==> src/rtl/fifo_serial_reader.sv <==
// ============================================================================
// fifo_serial_reader
// ----------------------------------------------------------------------------
// Read-side consumer for a show-ahead FIFO. While idle it watches the FIFO's
// empty flag. When it is allowed to start a frame, it pops exactly one word
// with a single-cycle rinc strobe. The popped word is then sent on a
// single-wire asynchronous serial line, in this order:
//   start bit (0), DATA_WIDTH data bits LSB first, optional even parity bit,
//   stop bit (1).
// Each bit lasts CLKS_PER_BIT clock cycles.
//
// Parameters
//   DATA_WIDTH   : FIFO word width and the number of data bits per frame
//   CLKS_PER_BIT : clock cycles per serial bit (must be >= 2)
//   PARITY       : 0 = no parity bit, 1 = even parity bit after the data bits
//
// Ports
//   clk   : single clock; all state changes on the rising edge
//   rst   : asynchronous, active-high reset
//   en    : permits new frames to start; sampled only while idle
//   empty : FIFO empty flag
//   rdata : FIFO head word; valid whenever empty = 0
//   rinc  : registered pop strobe; one cycle per word
//   tx    : registered serial output; idles high
//   busy  : high for the whole frame (F cycles)
//   done  : one-cycle pulse in the first idle cycle after a stop bit
// ============================================================================
module fifo_serial_reader #(
    parameter int DATA_WIDTH   = 4,
    parameter int CLKS_PER_BIT = 4,
    parameter int PARITY       = 0
) (
    input  logic                  clk,
    input  logic                  rst,
    input  logic                  en,
    input  logic                  empty,
    input  logic [DATA_WIDTH-1:0] rdata,
    output logic                  rinc,
    output logic                  tx,
    output logic                  busy,
    output logic                  done
);

    // Counter widths. Each counter is at least one bit wide.
    localparam int CW = (CLKS_PER_BIT > 1) ? $clog2(CLKS_PER_BIT) : 1;
    localparam int BW = (DATA_WIDTH > 1) ? $clog2(DATA_WIDTH) : 1;

    localparam logic [CW-1:0] CYC_LAST = CW'(CLKS_PER_BIT - 1);
    localparam logic [BW-1:0] BIT_LAST = BW'(DATA_WIDTH - 1);

    typedef enum logic [2:0] {
        IDLE,
        START,
        DATA,
        PAR,
        STOP
    } state_t;

    state_t                  state;
    logic [CW-1:0]           cyc_cnt;
    logic [BW-1:0]           bit_idx;
    logic [DATA_WIDTH-1:0]   shreg;
    logic                    par_bit;

    logic                    bit_end;
    logic                    last_bit;
    logic [DATA_WIDTH-1:0]   shifted;

    always_comb begin
        bit_end  = (cyc_cnt == CYC_LAST);
        last_bit = (bit_idx == BIT_LAST);
        shifted  = shreg >> 1;
    end

    // The registered tx always holds the level of the bit currently on the
    // line. At each bit boundary, tx is loaded with the value of the next bit.
    // Loading it a cycle early in this way is what places the start bit in the
    // same cycle as the rinc pulse.
    always_ff @(posedge clk or posedge rst) begin
        if (rst) begin
            state   <= IDLE;
            cyc_cnt <= '0;
            bit_idx <= '0;
            shreg   <= '0;
            par_bit <= 1'b0;
            tx      <= 1'b1;
            rinc    <= 1'b0;
            busy    <= 1'b0;
            done    <= 1'b0;
        end else begin
            // rinc and done are single-cycle strobes.
            rinc <= 1'b0;
            done <= 1'b0;

            case (state)
                IDLE: begin
                    tx      <= 1'b1;
                    busy    <= 1'b0;
                    cyc_cnt <= '0;
                    bit_idx <= '0;
                    if (en && !empty) begin
                        shreg   <= rdata;
                        // Parity is taken from the word as it was latched,
                        // not from the shift register as it is shifted out.
                        par_bit <= ^rdata;
                        rinc    <= 1'b1;
                        busy    <= 1'b1;
                        tx      <= 1'b0;
                        state   <= START;
                    end
                end

                START: begin
                    if (bit_end) begin
                        cyc_cnt <= '0;
                        tx      <= shreg[0];
                        state   <= DATA;
                    end else begin
                        cyc_cnt <= cyc_cnt + CW'(1);
                    end
                end

                DATA: begin
                    if (bit_end) begin
                        cyc_cnt <= '0;
                        shreg   <= shifted;
                        if (last_bit) begin
                            bit_idx <= '0;
                            if (PARITY != 0) begin
                                tx    <= par_bit;
                                state <= PAR;
                            end else begin
                                tx    <= 1'b1;
                                state <= STOP;
                            end
                        end else begin
                            bit_idx <= bit_idx + BW'(1);
                            tx      <= shifted[0];
                        end
                    end else begin
                        cyc_cnt <= cyc_cnt + CW'(1);
                    end
                end

                PAR: begin
                    if (bit_end) begin
                        cyc_cnt <= '0;
                        tx      <= 1'b1;
                        state   <= STOP;
                    end else begin
                        cyc_cnt <= cyc_cnt + CW'(1);
                    end
                end

                STOP: begin
                    if (bit_end) begin
                        cyc_cnt <= '0;
                        tx      <= 1'b1;
                        busy    <= 1'b0;
                        done    <= 1'b1;
                        state   <= IDLE;
                    end else begin
                        cyc_cnt <= cyc_cnt + CW'(1);
                    end
                end

                default: begin
                    state <= IDLE;
                    tx    <= 1'b1;
                    busy  <= 1'b0;
                end
            endcase
        end
    end

endmodule

==> config.mk <==
export PLATFORM = sky130hd
export DESIGN_NAME = fifo_serial_reader
export DESIGN_NICKNAME = d
export VERILOG_FILES = /design/src/rtl/fifo_serial_reader.sv
export SDC_FILE = /design/constraint.sdc
export NUM_CORES = 1
export LEC_CHECK = 0
export ABC_AREA = 0
export CAP_MARGIN = 0
export CORE_MARGIN = 10
export CORE_UTILIZATION = 45
export CTS_BUF_LIST = sky130_fd_sc_hd__clkbuf_2 sky130_fd_sc_hd__clkbuf_4 sky130_fd_sc_hd__clkbuf_8
export CTS_CLUSTER_DIAMETER = 200
export DETAILED_ROUTE_END_ITERATION = 6
export PLACE_DENSITY = 0.79
export SYNTH_ARGS = -nofsm -noshare
export SYNTH_HDL_FRONTEND = slang
export SYNTH_SLANG_ARGS = --single-unit
==> constraint.sdc <==
create_clock -name clk -period 2.5 [get_ports clk]
set_clock_uncertainty 0.15 [all_clocks]
set_input_delay 0.625 -clock clk [delete_from_list [all_inputs] [get_ports clk]]
set_output_delay 0.625 -clock clk [all_outputs]
set_load 0.005 [all_outputs]
-- After elaboration in Yosys (flattened, before gate mapping)
Index checks and enable logic that the tools add are counted.
Widths: inputs -> output; s select.
- bits of input ports: 8
- word-level logic and storage cells: 64
- register bits after elaboration: 15
- output and inout port bits: 4
- reduce and logical (&&, ||, !) cells: 13
- equal/unequal tests: 13
- bitwise operators: 1
- $add $sub $neg: 2
- multiplexer cells: 27
- operators by type and width (cell ; number):
    $mux 3 ; 6
    $pmux 3 s5 ; 1
    $ne 2x2->1 const B ; 6
    $mux 1 ; 10
    $mux 4 ; 2
    $pmux 2 s2 ; 2
    $pmux 4 s2 ; 1
    $eq 3x2->1 const B ; 2
    $mux 2 ; 3
    $reduce_and 3->1 ; 2
    $reduce_and 6->1 ; 1
    $add 2x1->2 const B ; 2
    $eq 2x2->1 const B ; 2
    $pmux 1 s4 ; 1
    $reduce_and 2->1 ; 2
    $reduce_bool 2->1 ; 2
    $reduce_or 4->1 ; 1
    $eq 3x1->1 const B ; 1
    $eq 3x3->1 const B ; 1
    $logic_not 3->1 ; 1
    $pmux 1 s3 ; 1
    $reduce_or 3->1 ; 1
    $ne 2x1->1 const B ; 1
    $reduce_or 2->1 ; 1
    3 further kinds ; 3

-- Logic depth before layout (Yosys ltp)
Gate-level depths: netlist of run 1.
- depth in word-level cells: 4
- mapped depth: 5
- gate-level depth less buffers: 4

-- Worst setup path before layout of run 1
Ideal clock, no wire load.
- path type: input-to-reg
- start: in empty
- end: reg shreg[0]
- path slack: 692 ps
- stages: 3
- data arrival time: 1533 ps
- library setup time: 125 ps
- data required time: 2225 ps
- buffers on the path: 0
- cell sequence: or3b_4 a21boi_4 mux2_4
- cells in the longest elaborated chain, start to end: 4
- RTL lines (what ; RTL line ; text):
    start: declaration ; 36 ; input logic empty,
    $logic_not 1->1 ; 101 ; if (en && !empty) begin
    $logic_and 1x1->1 ; 101 ;
    $ne 2x2->1 (no source line) ; -- ;
    $reduce_and 3->1 (no source line) ; -- ;
    end signal: assignment ; 102 ; shreg <= rdata;
    end signal: assignment ; 126 ; shreg <= shifted;
    end: declaration ; 62 ; logic [DATA_WIDTH-1:0] shreg;
Every way passes these cells.
A chain may end at the register's enable or synchronous reset.

-- Final worst setup path of run 1
- start: reg tx
- end: out tx
- RTL lines (what ; RTL line ; text):
    start: declaration ; 39 ; output logic tx,
    start signal: assignment ; 116 ; tx <= shreg[0];
    start signal: assignment ; 130 ; tx <= par_bit;
    start signal: assignment ; 138 ; tx <= shifted[0];
No word-level cell between the ends.

==> results.txt, run 1 <==
Status - finished clean
Crit path buf inv count - 1
Clock share of power - 14.6%
Actual slew at the worst max-slew pin - 0.561 ns
IO Pins - 12
Hold Path Stages - 1
Core Region - 1730 um2
Die Ht - 62.6 um
GR Util All Layers - 8.72%
Crit-path cells - clkdlybuf4s50_1
Synth Net Count - 82
Cell count of the worst reg-to-reg path - 3
#FFs+latches synth - 15
Fin nets - 94
Starting density of the core - 47.4%
Post-Synth Adder-Cell Area - 3.06%
Placed instance area - 936 um2
Root Driver - clkbuf_4
Die width - 62.6 um
Antenna violations before repair - 0
Hpwl dp - 1.23 mm
CTS tree - done
Simple-Gate Fraction of Synth Area - 15.0%
Post-synthesis sequential area ratio - 46.0%
Syn Std Cell Area - 818 um2
Vias - 598
IO buf count - 11
Met1 wire length - 717 um
Die area - 3920 um2
Number of CTS-inserted buffers - 3
Yosys warnings - 0
First-pass GRT wire length - 2.82 mm
Final period utilization - 83.9%
Ant. Diodes - 0
XOR/XNOR Fraction of Synth Area - 0%
Synth area leaders - dfrtp_1, mux2_4, mux2_1
Slew Viols, Final - 0
Compound-Gate Fraction of Synth Area - 16.4%
CP Capture Type - output pin
Switch share - 36.8%
Initial DRC Count - 13
Internal - 0.000613 W
Drc violations - 0
Final min period - 2.10 ns
CP top delay family - flip-flops
Via density - 5.54
EDFF count, synth - 0
Pwr/cell area - 1010 nW/um2
Total setup buffers inserted after CTS - 0
RSZ-0062 raised after global routing - no
Pin count of the biggest net entering global routing - 16
CTS Hold Buffers Added - 0
Hold EP - busy
Worst Hold Class - reg2reg
Crit path kind - reg2out
Seq pwr share - 45.3%
Count leader, synth - dfrtp_1
Syn-to-layout area delta - 17.7%
WL met2 - 785 um
Biggest cell delay along the critical path - 0.54 ns
Remaining global-route overflow - 0
Uppermost layer routed - met4
R2r endpoint - shreg[2]
GPL Wtd Cong - 0.809
Worst hold margin - 0.344 ns
Share of post-route cells with drive strength above 1 - 18.1%
CTS sink count - 15
Cells after synthesis - 72
Commonest cells in the netlist - dfrtp_1, mux2_4, nor2_1, o21ai_0
Unique masters post-synth - 35
Vias in the first global route - 588
Row count - 15
LEAKAGE - 0.429 nW
Max VDD drop - 0.377 mV
Hold Vio Cnt, Final - 0
Largest family of logic cells by synthesized area - compound AO/OA/AOI/OAI gates
Layout fillers - 155
Hold_sp - busy
FF-to-FF setup slack - 0.65 ns
H-tree lvl count - 1
Wirelength, routed - 1.62 mm
Maximum fanout along the worst path - 2
Fmax - 0.477 GHz
Top-area cell type share of the netlist area - 42.8%
Setup TNS - 0 ns
CP Launch Type - flop
First-pass DRT Iterations - 4
Design area - 963 um2
Post-layout util - 55.8%
Critical-path top delay cell - dfstp_2
Clock slew at reported path FFs - 0.10 ns
PostCTS Resize Cnt - 0
Comb power frac - 40.1%
Drt wl/cell - 15.0 um
Switch Pwr - 0.000356 W
Mean Syn Cell Area - 11.4 um2
MaxCap Viol Count - 0
Clock Latency Late Sink - 0.28 ns
Worst EP arrival - 1.32 ns
FFs w/ async S/R, synth - 100%
CTS max path bufs - 2
Post-synthesis mux area share - 15.3%
Ys flop type - dfrtp_1
WL met3 - 83 um
Data required, critical path - 1.73 ns
Antenna-violating nets left - 0
Synth area leader - dfrtp_1
Setup-failing EPs final - 0
R2R Path Start - state[1]
Rel. slew slack - 62.5%
[worst register-to-register path, stage by stage, from the launching register on]
cell and delay (ns):
dfrtp_1 0.58, nor3b_2 0.38, mux2_1 0.37, mux2_4 0.26
[cells by family after synthesis]
family,Yosys count
mux,10
simple gates,19
flops,15
compound gates,19
buf+inv,7
fa+ha+maj,2
[layer usage]
metal | track usage [%] | up-vias
met4 | 3.91 | 0
met2 | 13.6 | 19
met1 | 10.4 | 290
met3 | 3.23 | 6
met5 | 0 | -
li1 | - | 283
[final cells by class]
| cell class | instances | area (um2) | share of cell area (%) |
|---|---|---|---|
| Tap cell | 25 | 31.3 | 3.25 |
| Inverter | 3 | 11.3 | 1.17 |
| Multi-Input combinational cell | 50 | 407 | 42.2 |
| Clock buffer | 3 | 22.5 | 2.34 |
| Clock inverter | 1 | 5.00 | 0.519 |
| Sequential cell | 15 | 377 | 39.1 |
| Timing Repair Buffer | 11 | 110 | 11.4 |
[registers in the layout, summed over array words and instances (netlist names)]
name and count:
rinc 1, cyc_cnt 2, bit_idx 2, state 3, busy 1, shreg 4
done 1, tx 1
[worst max-delay path by stage]
stage,slack (ns),depth (start not counted),from,end
2_1_floorplan,0.69,3,empty,shreg[0]
3_3_place_gp,0.17,4,en,shreg[3]
3_5_place_dp,0.15,4,en,shreg[2]
4_1_cts,0.39,1,tx,tx
5_1_grt,0.35,1,tx,tx
6_report,0.40,1,tx,tx
[layout by cell type (no fill, tap or decap), types with 3 or more instances in the layout]
| cell | count |
|---|---|
| o21ai_1 | 3 |
| mux2_4 | 4 |
| o21ai_0 | 4 |
| nor2_1 | 4 |
| clkdlybuf4s50_1 | 11 |
| inv_1 | 3 |
| dfrtp_1 | 14 |
| mux2_1 | 3 |
| clkbuf_4 | 3 |
| nand2_1 | 3 |
[stage by stage]
stage                     power, W  std cells  setup slack, ns
after floorplan           0.000733         72            0.692
after global placement    0.000806        104            0.167
after detailed placement  0.000831        104            0.148
after CTS                 0.000970        108            0.394
after global routing       0.00105        108            0.354
final                     0.000969        108            0.403
[power groups by stage]
stage,registers (W),clock network [W],logic [W]
final,0.000439,0.000141,0.000389
after CTS,0.000436,0.000142,0.000392
after floorplan,0.000386,0,0.000348
after detailed placement,0.000441,0,0.000390
after global placement,0.000435,0,0.000371
after global routing,0.000454,0.000161,0.000432
No activity file was read; power rests on OpenSTA's default activity.
==> run 2: changes to the inputs <==
==> constraint.sdc (replaced) <==
create_clock -name clk -period 2.07 [get_ports clk]
set_clock_uncertainty 0.15 [all_clocks]
set_input_delay 0.5175 -clock clk [delete_from_list [all_inputs] [get_ports clk]]
set_output_delay 0.5175 -clock clk [all_outputs]
set_load 0.005 [all_outputs]
==> run 2 against run 1 <==
Net effect:
- routed wire length down 5.4%
- cell count rose by 3.7%
- die area stayed put
- utilization grew 1.7 points
- count of clock-buffer cells in the layout did not move
- first-iteration DRC count up 54%
- largest power group is now combinational logic
- highest routed layer unchanged
==> results.txt, run 2 (synthesis results as in run 1) <==
CTS sink count - 15
Core Region - 1730 um2
Layout fillers - 142
Data required, critical path - 1.40 ns
CTS tree - done
Fin nets - 98
PostCTS Resize Cnt - 0
Total setup buffers inserted after CTS - 0
Worst EP arrival - 1.32 ns
Clock slew at reported path FFs - 0.09 ns
Starting density of the core - 47.4%
GR Util All Layers - 8.22%
MaxCap Viol Count - 0
Drt wl/cell - 13.7 um
CTS max path bufs - 2
Antenna violations before repair - 0
RSZ-0062 raised after global routing - no
Setup-failing EPs final - 0
Via density - 5.39
Seq pwr share - 42.8%
Vias in the first global route - 586
Switch share - 35.3%
Pin count of the biggest net entering global routing - 16
Status - finished clean
Share of post-route cells with drive strength above 1 - 21.8%
IO buf count - 11
Switch Pwr - 0.000412 W
Ant. Diodes - 0
Antenna-violating nets left - 0
Multi-input logic area - 407 um2
Biggest cell delay along the critical path - 0.54 ns
Pwr/cell area - 1180 nW/um2
Die area - 3920 um2
GPL Wtd Cong - 0.818
Number of CTS-inserted buffers - 3
Final period utilization - 96.1%
Placed instance area - 966 um2
H-tree lvl count - 1
Syn-to-layout area delta - 21.4%
CTS Hold Buffers Added - 0
Worst hold margin - 0.336 ns
IO Pins - 12
Clock Latency Late Sink - 0.28 ns
Worst Hold Class - reg2reg
Drc violations - 0
Row count - 15
Rel. slew slack - 63.3%
Final min period - 1.99 ns
Vias - 604
Initial DRC Count - 20
Remaining global-route overflow - 0
Crit path buf inv count - 1
Internal - 0.000756 W
Hpwl dp - 1.20 mm
First-pass GRT wire length - 2.72 mm
Die Ht - 62.6 um
Die width - 62.6 um
Design area - 993 um2
Largest register by flop count - shreg
Power, Total - 0.00117 W
Wirelength, routed - 1.53 mm
Maximum fanout along the worst path - 2
Crit path kind - reg2out
Fmax - 0.502 GHz
CP Launch Type - flop
Crit-path cells - clkdlybuf4s50_1
Clock share of power - 14.0%
CP Capture Type - output pin
Hold Vio Cnt, Final - 0
CP top delay family - flip-flops
Max VDD drop - 0.503 mV
Biggest regs - shreg: 4 flops, state: 3 flops
Comb power frac - 43.2%
Root Driver - clkbuf_4
Slew Viols, Final - 0
First-pass DRT Iterations - 4
Max reg flops - 4
Most common cell after layout, fill and taps aside - dfrtp_1
LEAKAGE - 0.449 nW
Most frequent cells in the layout - dfrtp_1, clkdlybuf4s50_1
Critical-path top delay cell - dfstp_2
Actual slew at the worst max-slew pin - 0.550 ns
Register Area - 377 um2
==> run 2: cell count changes in the layout (fill, tap and decap cells not counted), sizes merged <==
cell  before  now
buf        0    4
==> run 2: power by group through the flow <==
| stage | clock network (W) | logic (W) | registers [W] |
|---|---|---|---|
| final | 0.000163 | 0.000505 | 0.000500 |
| after global routing | 0.000190 | 0.000568 | 0.000515 |
| after CTS | 0.000169 | 0.000508 | 0.000499 |
| after detailed placement | 0 | 0.000505 | 0.000506 |
| after global placement | 0 | 0.000497 | 0.000500 |
| after floorplan | 0 | 0.000420 | 0.000466 |
==> run 2: final cells by class <==
cell class / count / share of cell area, %
inverters: 3 / 1.13
clock buffers: 3 / 2.27
multi-input cells: 50 / 40.9
well taps: 25 / 3.15
clock inverters: 1 / 0.504
flip-flops and latches: 15 / 37.9
repair buffers: 15 / 14.1
==> run 2: metal layers <==
layer | GRT usage, % | part of all wire [%] | up-vias
met4 | 3.35 | 1.1 | 0
li1 | - | - | 294
met1 | 10.4 | 48 | 293
met2 | 12.4 | 46 | 15
met5 | 0 | 0 | -
met3 | 2.69 | 5.0 | 2
==> run 2: final timing paths <==
path	from	to	slack (ns)	depth (start not counted)
setup / recovery	tx	tx	0.08	1
hold / removal	busy	busy	0.34	1
setup reg to reg	state[0]	shreg[0]	0.27	3
hold reg to reg	busy	busy	0.34	1
max in group asynchronous	rst	bit_idx[1]	0.97	2
min in group asynchronous	rst	state[1]	0.44	2
==> run 2: stage by stage <==
stage	util (%)	setup TNS (ns)	setup WS, ns	instances
after global placement	55.9	-0.546	-0.137	108
after detailed placement	55.9	-0.609	-0.154	108
final	57.5	0	0.0798	112
after CTS	57.5	0	0.0686	112
after floorplan	-	0	0.369	72
after global routing	57.5	0	0.0293	112
